`config.mk`:
```
export PLATFORM = sky130hd
export DESIGN_NAME = sipo_frame_ctrl
export DESIGN_NICKNAME = d
export VERILOG_FILES = /design/src/rtl/sipo_pkg.sv /design/src/rtl/sipo_shift_reg.sv /design/src/rtl/sipo_frame_ctrl.sv
export SDC_FILE = /design/constraint.sdc
export NUM_CORES = 1
export LEC_CHECK = 0
export CAP_MARGIN = 25
export CORE_UTILIZATION = 60
export DETAILED_ROUTE_END_ITERATION = 10
export DONT_BUFFER_PORTS = 1
export HOLD_SLACK_MARGIN = 0.05
export PLACE_DENSITY = 0.86
export SYNTH_ARGS = -nofsm -noshare
export SYNTH_HDL_FRONTEND = slang
export SYNTH_SLANG_ARGS = --single-unit
```
`constraint.sdc`:
```
create_clock -name clk -period 1.62 [get_ports clk]
set_input_delay 0.324 -clock clk [delete_from_list [all_inputs] [get_ports clk]]
set_output_delay 0.324 -clock clk [all_outputs]
set_load 0.02 [all_outputs]
```
`src/rtl/sipo_pkg.sv`:
```
// Shared types and helpers for the framed serial receiver.
package sipo_pkg;

  typedef enum logic [1:0] {
    IDLE   = 2'd0,
    DATA   = 2'd1,
    PARITY = 2'd2,
    STOP   = 2'd3
  } state_t;

  localparam logic IDLE_LEVEL = 1'b1;

  // Even parity: returns 1 when data bits plus the parity bit hold an odd number of ones.
  function automatic logic parity_check(input logic [31:0] data, input logic pbit);
    return (^data) ^ pbit;
  endfunction

endpackage

```
`src/rtl/sipo_shift_reg.sv`:
```
// Left-shifting serial-in/parallel-out register; the first bit in ends up as the MSB.
module sipo_shift_reg #(
  parameter int WIDTH = 8
) (
  input  logic             clk,
  input  logic             rst,
  input  logic             clr,
  input  logic             shift_en,
  input  logic             serial_in,
  output logic [WIDTH-1:0] q
);

  always_ff @(posedge clk or posedge rst) begin
    if (rst) begin
      q <= '0;
    end else if (clr) begin
      q <= '0;
    end else if (shift_en) begin
      q <= {q[WIDTH-2:0], serial_in};
    end
  end

endmodule

```
`src/rtl/sipo_frame_ctrl.sv`:
```
// Framed serial receiver: start bit, WIDTH data bits, optional even parity, stop bit,
// with the completed word held on a valid/ready port.
//
// state  | meaning
// IDLE   | line idle, waiting for a start bit (0)
// DATA   | shifting in WIDTH data bits
// PARITY | latching the even-parity bit
// STOP   | sampling the stop bit, then delivering or discarding the word
module sipo_frame_ctrl
  import sipo_pkg::*;
#(
  parameter int WIDTH     = 8,
  parameter int PARITY_EN = 1
) (
  input  logic             clk,
  input  logic             rst,
  input  logic             serial_in,
  input  logic             bit_en,
  input  logic             data_ready,
  input  logic             err_clr,
  output logic [WIDTH-1:0] data_out,
  output logic             data_valid,
  output logic             parity_err,
  output logic             frame_err,
  output logic             overrun,
  output logic             busy
);

  localparam int CW = $clog2(WIDTH + 1);
  localparam logic [CW-1:0] LAST_BIT = CW'(WIDTH - 1);

  state_t           state;
  logic [CW-1:0]    cnt;
  logic             pbit;
  logic [WIDTH-1:0] shift;

  logic start_seen;
  logic stop_edge;
  logic hold_free;
  logic load;
  logic consume;
  logic perr;

  assign start_seen = bit_en && (state == IDLE) && (serial_in != IDLE_LEVEL);
  assign stop_edge  = bit_en && (state == STOP);
  // The holding register can take a new word if it is empty or being drained this edge.
  assign hold_free  = !data_valid || data_ready;
  assign load       = stop_edge && (serial_in == IDLE_LEVEL) && hold_free;
  assign consume    = data_valid && data_ready;
  assign perr       = (PARITY_EN != 0) ? parity_check(32'(shift), pbit) : 1'b0;
  assign busy       = (state != IDLE);

  sipo_shift_reg #(.WIDTH(WIDTH)) u_shift (
    .clk       (clk),
    .rst       (rst),
    .clr       (start_seen),
    .shift_en  (bit_en && (state == DATA)),
    .serial_in (serial_in),
    .q         (shift)
  );

  always_ff @(posedge clk or posedge rst) begin
    if (rst) begin
      state <= IDLE;
      cnt   <= '0;
      pbit  <= 1'b0;
    end else if (bit_en) begin
      case (state)
        IDLE: begin
          if (serial_in != IDLE_LEVEL) begin
            state <= DATA;
            cnt   <= '0;
          end
        end
        DATA: begin
          cnt <= cnt + CW'(1);
          if (cnt == LAST_BIT) begin
            state <= (PARITY_EN != 0) ? PARITY : STOP;
          end
        end
        PARITY: begin
          pbit  <= serial_in;
          state <= STOP;
        end
        STOP: begin
          state <= IDLE;
        end
        default: begin
          state <= IDLE;
        end
      endcase
    end
  end

  always_ff @(posedge clk or posedge rst) begin
    if (rst) begin
      data_out   <= '0;
      data_valid <= 1'b0;
      parity_err <= 1'b0;
    end else if (load) begin
      data_out   <= shift;
      data_valid <= 1'b1;
      parity_err <= perr;
    end else if (consume) begin
      data_valid <= 1'b0;
    end
  end

  // Sticky flags: a set on the same edge as err_clr takes priority.
  always_ff @(posedge clk or posedge rst) begin
    if (rst) begin
      frame_err <= 1'b0;
      overrun   <= 1'b0;
    end else begin
      if (stop_edge && (serial_in != IDLE_LEVEL)) begin
        frame_err <= 1'b1;
      end else if (err_clr) begin
        frame_err <= 1'b0;
      end
      if (stop_edge && (serial_in == IDLE_LEVEL) && !hold_free) begin
        overrun <= 1'b1;
      end else if (err_clr) begin
        overrun <= 1'b0;
      end
    end
  end

endmodule
```
==> results.md, run 1 <==
* Finished Cell Area at 1378 um^2
* Setup slack, reg-to-reg at 40 ps
* Final WS setup at around 42 ps
* Yosys top cell by area: dfrtp_1
* Syn_nets at 113
* Post-synth EDFFs at 0
* First-pass GRT wire length at 3436 um
* Worst path required time at ~1900 ps
* Post-synth top cells: dfrtp_1 (27), a22o_1 (9), mux2_2 (9)
* Reg-to-Reg End: u_shift.q[1]
* Routed WL at 2134 um
* Critical Setup Path Class: flop to flop
* CTS tree: built
* Crit end category: flop
* Initial antenna violation count at 0
* Top_reg_cell synth: dfrtp_1
* Number of vias per cell at approximately 6
* Final Max Tran Viols at 0
* Clock-pin slew on the worst setup and hold paths at 150 ps
* Sink Count at 27
* DIE HEIGHT at 47.44 um
* GRT Resource Usage Total at 23.22%
* Via count at between 700 and 800
* Share of the synthesized area in the top cell type at 54.55%
* Maximum fanout along the worst path at 10
* Syn avg cell area at 12.14 um^2
* Worst setup path end: u_shift.q[1]
* Nets at ~120
* Cell Area, Synth at 1239 um^2
* DR iter-0 viols at 5
* Initial Util at 63.79%
* CTS Buf Count at 3
* Post-route ant nets at 0
* CTS root buf: clkbuf_4
* Max clock buf depth at 2
* R2R depth at 5
* Post-Synthesis Cells at around 100
* Crit. Startpoint: state[1]
* DP Wirelength at 1577 um
* Htree depth at 1
* Gpl congestion at 0.8054
* Final Setup Violations at 0
* I/O pins at 19
* Core area at 1942 um^2
* Hold WC Path Type: input port to flop
* Seq/Total Area, Yosys at 54.55%
* Top cells by area, synth: dfrtp_1 (55%), mux2_2 (8.2%), a22o_1 (6.4%)
* Most numerous cell in the Yosys netlist: dfrtp_1
* Crit path arrival time at 1850 ps
* Post-Place Cell Area at about 1300 um^2
* Die area at 2250 um^2
* Maximum VDD drop at 1.016 mV
* Ys async rst share at 100.0%
* Max-Cap Viols at 0
* Area Growth Syn to Fin at 11.21%
* Crit share post-route at 97.43%
* Gr ovfl total at 0
* Vias in the first global route at between 700 and 800
* Buffers on Ports at 0
* Max Freq at 633.5 MHz
* Die X at 47.44 um
* 1st-pass router iterations at 4
* Crit Reg-Reg Startpoint: state[1]
* Worst Clk Skew at 12.90 ps
* RSZ-0062 raised after global routing: yes
* Run status: finished, final reports clean
* Std-Cell Rows at 16
* Tmin final at roughly 1600 ps
* Final hold vios at 0
* Pre-CTS setup slack at -31.35 ps
* Final antenna diode count at 0
* Largest net degree at the start of global routing at 18
* Synth unique cells at 30
* Seq cells post-synth at 27
* Share of cells above drive strength 1 at a little under a quarter
* Slew at the pin with the worst max-slew slack at 511.5 ps
* Clk_lat worst skew at between 300 and 400 ps
* Relative slew slack at 65.67%
* DRC Markers at 0
* Startpoint Class: flop
* Routed WL per cell at 15.58 um
* Ys Warns at 0
* Leakage power at 0.6538 nW
* P per Cell Area at 1949 nW/um^2
* Worst hold path depth at 1
-- worst min path at each step --
stage | from | to | slack [ps]
floorplan | rst | cnt[0] | 380
global placement | rst | data_valid | 250
detailed placement | rst | data_valid | 260
CTS | serial_in | frame_err | 60
global route | err_clr | overrun | 60
finish | bit_en | state[0] | 90
-- report_power, final --
part	internal (mW)	switching, mW	total (mW)
clock network	0.0943	0.192	0.286
registers	0.926	0.352	1.28
logic	0.625	0.497	1.12
total	1.64	1.04	2.69
-- stage by stage --
step	TNS (ps)	instances	total power [mW]	util [%]	hold WS, ps
4_1_cts	0	135	2.667	69.85	62.90
3_3_place_gp	0	130	2.251	67.01	254.6
6_report	0	137	2.685	70.94	87.78
2_1_floorplan	0	102	2.081	-	376.7
5_1_grt	-304.0	137	2.881	70.94	58.56
3_5_place_dp	-130.0	130	2.329	67.01	257.5
-- critical path, stage by stage (launching register included) --
cell     delay [ps]
dfrtp_1         430
inv_2           110
ha_1            360
nand2_1         150
nor2_2          260
a22o_1          210
-- registers in the layout (all words and copies together) (netlist names) --
| signal | flops |
|---|---|
| u_shift.q | 8 |
| frame_err | 1 |
| pbit | 1 |
| data_out | 8 |
| state | 2 |
| cnt | 4 |
| overrun | 1 |
| data_valid | 1 |
| parity_err | 1 |
-- timing repair --
item	4_1_cts	5_1_grt
setup buffers	0	1
cloned	0	0
hold endpoints to repair	10	1
pin swaps	0	1
setup endpoints to repair	11	15
hold buffers	1	1
resized for setup	5	3
-- logic make-up after synthesis --
| group | after synthesis | share of synthesized area [%] |
|---|---|---|
| muxes | 11 | 10.20 |
| xor gates and xnor gates | 7 | 6.060 |
| and+or+nand+nor | 20 | 7.476 |
| AOI/OAI and AO/OA | 22 | 13.43 |
| buffers and inverters | 10 | 3.232 |
| adders and majority gates | 5 | 5.051 |
| DFF | 27 | 54.55 |
-- routing by layer --
metal / up-vias / GRT usage [%] / part of all wire (%)
li1: 372 / - / -
met1: 397 / 27.48 / 43
met2: 26 / 39.45 / 51
met3: 4 / 3.774 / 3.7
met4: 0 / 14.29 / 2.1
met5: - / 0 / 0
-- final cells by class --
class | instances | area (um^2)
multi-input combinational | 65 | 538.0
inverter | 7 | 26.28
clock buffer | 3 | 22.52
clock inverter | 1 | 7.507
fill | 137 | 564.3
tap | 27 | 33.78
timing repair buffer | 7 | 73.82
sequential | 27 | 675.6
-- layout by cell type (no fill, tap or decap), types with 2 or more instances in the layout --
cell type	count
dlygate4sd3_1	2
nand3_1	2
clkbuf_4	3
o21ai_0	3
dfrtp_1	27
nand2_1	7
inv_1	4
xnor2_1	5
inv_2	3
nor2_1	5
buf_4	3
a22o_1	9
ha_1	4
o22ai_1	2
mux2_2	9
No activity file was read; power rests on OpenSTA's default activity.
==> run 2, diff against run 1 <==
--- a/config.mk
+++ b/config.mk
@@ -7,6 +7,7 @@
 export LEC_CHECK = 0
 export CAP_MARGIN = 25
 export CORE_UTILIZATION = 60
+export CTS_CLUSTER_DIAMETER = 30
 export DETAILED_ROUTE_END_ITERATION = 10
 export DONT_BUFFER_PORTS = 1
 export HOLD_SLACK_MARGIN = 0.05
==> results of run 2 <==
Same layout as run 1: the final DEF is identical, and so are final timing and power.
